[src/rtl/rv_pipe_ctrl.sv]
// Pipeline sequencing controller: merges stage stalls, redirect flushes and mul/div occupancy.
// Optional perf counters are enabled by defining RV_PIPE_CTRL_PERF_EN.
module rv_pipe_ctrl #(
  parameter int unsigned NSTG        = 5,
  parameter int unsigned FLUSH_DEPTH = 2,
  parameter int unsigned FLUSH_CYC   = 2,
  parameter int unsigned MC_STG      = 2,
  parameter int unsigned MC_TMO      = 64,
  parameter int unsigned CNT_W       = 32
) (
  input  logic             clk,
  input  logic             rst,
  input  logic [NSTG-1:0]  stall_req,
  input  logic             flush_req,
  input  logic             mc_start,
  input  logic             mc_done,
  output logic [NSTG-1:0]  stage_stall,
  output logic [NSTG-1:0]  stage_flush,
  output logic             mc_busy,
  output logic             mc_abort,
  output logic             mc_tmo,
  output logic [CNT_W-1:0] stall_cyc_cnt,
  output logic [CNT_W-1:0] flush_cnt
);

  localparam int unsigned TMO_W   = (MC_TMO > 2) ? $clog2(MC_TMO) : 1;
  localparam int unsigned FC_LAST = (FLUSH_CYC >= 2) ? FLUSH_CYC - 2 : 0;
  localparam int unsigned FC_W    = (FC_LAST > 0) ? $clog2(FC_LAST + 1) : 1;

  typedef enum logic [1:0] {RUN, MC_WAIT, FLUSH} state_t;

  state_t           r_state;
  logic [TMO_W-1:0] r_tcnt;
  logic [FC_W-1:0]  r_fcnt;

  logic            w_in_run;
  logic            w_in_wait;
  logic            w_in_flush;
  logic            w_tmo_hit;
  logic            w_mc_req;
  logic            w_acc;
  logic [NSTG-1:0] w_eff;
  logic [NSTG-1:0] w_therm;
  logic [NSTG-1:0] w_flush_vec;
  logic [NSTG-1:0] w_stall_vec;

  assign w_in_run   = (r_state == RUN);
  assign w_in_wait  = (r_state == MC_WAIT);
  assign w_in_flush = (r_state == FLUSH);
  assign w_tmo_hit  = w_in_wait && (r_tcnt == TMO_W'(MC_TMO - 1));

  // Stall merge: every stage at or below the oldest requester holds, the stage above takes a bubble.
  always_comb begin
    w_mc_req    = (w_in_run && mc_start && !flush_req) ||
                  (w_in_wait && !mc_done && !w_tmo_hit);
    w_eff       = stall_req;
    w_eff[MC_STG] = stall_req[MC_STG] | w_mc_req;
    w_acc       = 1'b0;
    w_therm     = '0;
    w_flush_vec = '0;
    for (int i = int'(NSTG) - 1; i >= 0; i--) begin
      w_acc      = w_acc | w_eff[i];
      w_therm[i] = w_acc;
    end
    for (int i = 0; i < int'(NSTG) - 1; i++) begin
      w_flush_vec[i+1] = w_therm[i] & ~w_therm[i+1];
    end
    for (int i = 0; i < int'(NSTG); i++) begin
      if (flush_req && (i < int'(FLUSH_DEPTH))) begin
        w_flush_vec[i] = 1'b1;
      end
    end
    if (w_in_flush) begin
      w_flush_vec[0] = 1'b1;
    end
    w_stall_vec = w_therm & ~w_flush_vec;
  end

  assign stage_stall = rst ? '0 : w_stall_vec;
  assign stage_flush = rst ? '0 : w_flush_vec;
  assign mc_busy     = !rst && w_in_wait;
  assign mc_abort    = !rst && w_in_wait && flush_req;
  assign mc_tmo      = !rst && w_tmo_hit && !mc_done && !flush_req;

  // Sequencing FSM with multicycle timeout and flush-length counters.
  always_ff @(posedge clk) begin
    if (rst) begin
      r_state <= RUN;
      r_tcnt  <= '0;
      r_fcnt  <= '0;
    end else begin
      case (r_state)
        RUN: begin
          if (flush_req) begin
            if (FLUSH_CYC > 1) begin
              r_state <= FLUSH;
              r_fcnt  <= '0;
            end
          end else if (mc_start) begin
            r_state <= MC_WAIT;
            r_tcnt  <= '0;
          end
        end
        MC_WAIT: begin
          if (flush_req) begin
            r_state <= (FLUSH_CYC > 1) ? FLUSH : RUN;
            r_fcnt  <= '0;
          end else if (mc_done || w_tmo_hit) begin
            r_state <= RUN;
          end else begin
            r_tcnt <= r_tcnt + TMO_W'(1);
          end
        end
        FLUSH: begin
          if (flush_req) begin
            r_fcnt <= '0;
          end else if (r_fcnt == FC_W'(FC_LAST)) begin
            r_state <= RUN;
          end else begin
            r_fcnt <= r_fcnt + FC_W'(1);
          end
        end
        default: r_state <= RUN;
      endcase
    end
  end

`ifdef RV_PIPE_CTRL_PERF_EN
  logic [CNT_W-1:0] r_stall_cnt;
  logic [CNT_W-1:0] r_flush_cnt;

  // Saturating perf counters.
  always_ff @(posedge clk) begin
    if (rst) begin
      r_stall_cnt <= '0;
      r_flush_cnt <= '0;
    end else begin
      if ((|w_stall_vec) && !(&r_stall_cnt)) begin
        r_stall_cnt <= r_stall_cnt + CNT_W'(1);
      end
      if (flush_req && !(&r_flush_cnt)) begin
        r_flush_cnt <= r_flush_cnt + CNT_W'(1);
      end
    end
  end

  assign stall_cyc_cnt = r_stall_cnt;
  assign flush_cnt     = r_flush_cnt;
`else
  assign stall_cyc_cnt = '0;
  assign flush_cnt     = '0;
`endif

endmodule

[config.mk]
export PLATFORM = sky130hd
export DESIGN_NAME = rv_pipe_ctrl
export DESIGN_NICKNAME = d
export VERILOG_FILES = /design/src/rtl/rv_pipe_ctrl.sv
export SDC_FILE = /design/constraint.sdc
export NUM_CORES = 1
export LEC_CHECK = 0
export CORE_MARGIN = 8
export CORE_UTILIZATION = 33
export CTS_CLUSTER_DIAMETER = 100
export DETAILED_ROUTE_END_ITERATION = 8
export MAX_ROUTING_LAYER = met4
export PLACE_DENSITY = 0.8
export SLEW_MARGIN = 20
export SYNTH_ARGS = -nofsm -noshare
export SYNTH_HDL_FRONTEND = slang
export SYNTH_SLANG_ARGS = --single-unit
[constraint.sdc]
create_clock -name clk -period 1.9 [get_ports clk]
set_input_delay 0.38 -clock clk [delete_from_list [all_inputs] [get_ports clk]]
set_output_delay 0.38 -clock clk [all_outputs]
set_load 0.005 [all_outputs]
==> results.sh <==
export IMPL_clk_latency_ns=0.26
export IMPL_swShare=0.3363
export IMPL_setup_violations=2
export IMPL_clock_skew_ns=0.008703
export IMPL_final_common_cell="conb_1"
export IMPL_worstMarginPinSlew_ns=0.4967
export IMPL_slew_headroom=0.6674
export IMPL_ys_types=35
export IMPL_rsz0062_at_grt="true"
export IMPL_syn_area_per_cell_um2=7.856
export IMPL_seq_area_frac_synth=0.1456
export IMPL_drt_iter0_markers=28
export IMPL_grt_ovfl_total=0
export IMPL_p_total_mw=0.4665
export IMPL_n_antenna_cell=0
export IMPL_maxCapViolCount=0
export IMPL_finalWirelength_um=2877
export IMPL_cts_sinks=8
export IMPL_vias=954
export IMPL_firstDrtPassIters=4
export IMPL_status="finished, violations left"
export IMPL_cp_required_ns=1.52
export IMPL_yosys_register_bits=8
export IMPL_p_sw_mw=0.1569
export IMPL_vias_per_cell=3.910
export IMPL_rows=21
export IMPL_core_area_um2=3258
export IMPL_crit_type="register to output pin"
export IMPL_numCtsBuffers=3
export IMPL_instances_no_fill=244
export IMPL_grt_antenna_before_repair=0
export IMPL_drive_above_1_share=0.3434
export IMPL_power_clock_fraction=0.292
export IMPL_ir_worst_vdd_mv=0.1659
export IMPL_yosysTopAreaCellShare=0.4369
export IMPL_synthCells=140
export IMPL_crit_path_start_kind="register"
export IMPL_cts_root_buf="clkbuf_4"
export IMPL_clock_path_buffers=2
export IMPL_synth_area_um2=1100
export IMPL_ys_warn_count=0
export IMPL_finalMaxSlewViolations=0
export IMPL_hpwl_um=2264
export IMPL_gp_congestion=0.8554
export IMPL_drc=0
export IMPL_die_w_um=73.73
export IMPL_postLayoutCellArea_um2=1455
export IMPL_fin_crit_ns=1.915
export IMPL_cts_hold_buf=0
export IMPL_hold_viol=0
export IMPL_fmax_mhz=522.2
export IMPL_p_per_area_nw_per_um2=320.6
export IMPL_synth_area_top_cells="buf_4 (44%), dfxtp_1 (15%), nand2_1 (2.7%)"
export IMPL_num_io_pins=87
export IMPL_grt_pass1_wl_um=4126
export IMPL_nets=211
export IMPL_cp_max_fo=2
export IMPL_comb_power_share=0.336
export IMPL_dieArea_um2=5436
export IMPL_worstPathArrival_ns=1.53
export IMPL_cts_clk_slew_worst_paths_ns=0.06
export IMPL_worst_slack_ns=-0.01493
export IMPL_synth_ff_type="dfxtp_1"
export IMPL_die_h_um=73.73
export IMPL_seq_power_share=0.372
export IMPL_wl_per_cell_um=11.79
export IMPL_p_leak_nw=0.7484
export IMPL_ant_nets=0
export IMPL_synthArstFlopShare=0
export IMPL_grt_max_degree=8
export IMPL_grt_total_usage=0.09805
export IMPL_synth_edf_count=0
export IMPL_dp_cells=228
export IMPL_violations="setup timing"
export IMPL_io_buffer_count=22
export IMPL_cts_tree="done"
export IMPL_critPathCaptureType="output pin"
export IMPL_min_path_type="register to register"
export IMPL_htreeDepth=1
export IMPL_p_int_mw=0.3096
export IMPL_syn_to_final_growth_pct=32.31
export IMPL_placed_cell_area_um2=1295
export IMPL_yosysTopAreaCell="buf_4"
export IMPL_fin_util=0.4466
export IMPL_layout_common_cells="conb_1 (64), buf_4 (33), dlygate4sd2_1 (9)"
export IMPL_grt_pass1_vias=937
export IMPL_start_util=0.3376
export IMPL_post_route_period_util=1.008
repair_timing:
item | in CTS | in global routing
gates resized for setup | 54 | 8
pin swaps | 11 | 7
setup buffers | 10 | 3
endpoints found under the setup margin | 13 | 10
cell type report:
class	count	area, um^2
fill	350	1803
multi-input combinational	124	716.9
timing repair buffer	59	475.5
sequential	8	167.7
tap	46	57.56
clock buffer	3	22.52
inverter	4	15.01
synth_stat cells, types with 3 or more instances:
master,instances
a21oi_1,5
buf_4,64
dfxtp_1,8
inv_1,4
nand2_1,8
nor2_1,8
nor2b_1,3
nor3_1,3
o21ai_0,4
power by group through the flow:
| stage | combinational (mW) | sequential (mW) | clock, mW |
|---|---|---|---|
| 2_1_floorplan | 0.166 | 0.177 | 0 |
| 3_3_place_gp | 0.146 | 0.177 | 0 |
| 3_5_place_dp | 0.149 | 0.177 | 0 |
| 4_1_cts | 0.151 | 0.173 | 0.138 |
| 5_1_grt | 0.175 | 0.174 | 0.147 |
| 6_report | 0.157 | 0.173 | 0.136 |
logic make-up (layout without fill, tap and decap cells):
kind of cell	Yosys count	in the layout	share of synthesized area
AO/OA/AOI/OAI	23	23	0.1741
other	1	64	0.003410
AND/OR/NAND/NOR	36	36	0.1979
buffers and inverters	71	66	0.4676
adder cells (fa/ha/maj)	1	1	0.01137
flip-flops	8	8	0.1456
critical path, cell delays in order, from the launching register on:
cell,delay [ns]
dfxtp_2,0.34
ha_4,0.16
nand3_4,0.07
nor2_4,0.06
buf_6,0.11
o31a_1,0.26
nor4_2,0.12
buf_2,0.15
worst paths after layout:
kind / slack [ns] / depth (start not counted) / end / start
setup / recovery: -0.01 / 7 / stage_flush[3] / r_tcnt[0]
hold / removal: 0.48 / 1 / r_state[1] / r_state[0]
setup reg to reg: 0.17 / 9 / r_tcnt[1] / r_tcnt[0]
hold reg to reg: 0.48 / 1 / r_state[1] / r_state[0]
metrics by stage:
step	setup WS [ns]	hold slack, ns	TNS, ns
after floorplan	0.2130	0.4751	0
after global placement	-0.6124	0.4935	-5.206
after detailed placement	-0.6650	0.5166	-5.711
after CTS	-0.1056	0.4989	-0.2353
after global routing	-0.09778	0.5161	-0.3162
final	-0.01493	0.4839	-0.02020
sequential cells by signal, summed over array words and instances, names as in the netlist:
name     count
r_state      2
r_tcnt       6
metal layers:
metal | part of all wire | global-route usage | vias to the layer above
met5 | 0 | - | -
met4 | 0.0031 | 0.02661 | 0
met3 | 0.093 | 0.02865 | 2
met2 | 0.49 | 0.1742 | 55
met1 | 0.41 | 0.1025 | 434
li1 | - | - | 463
Power figures use the tool's default switching activity.
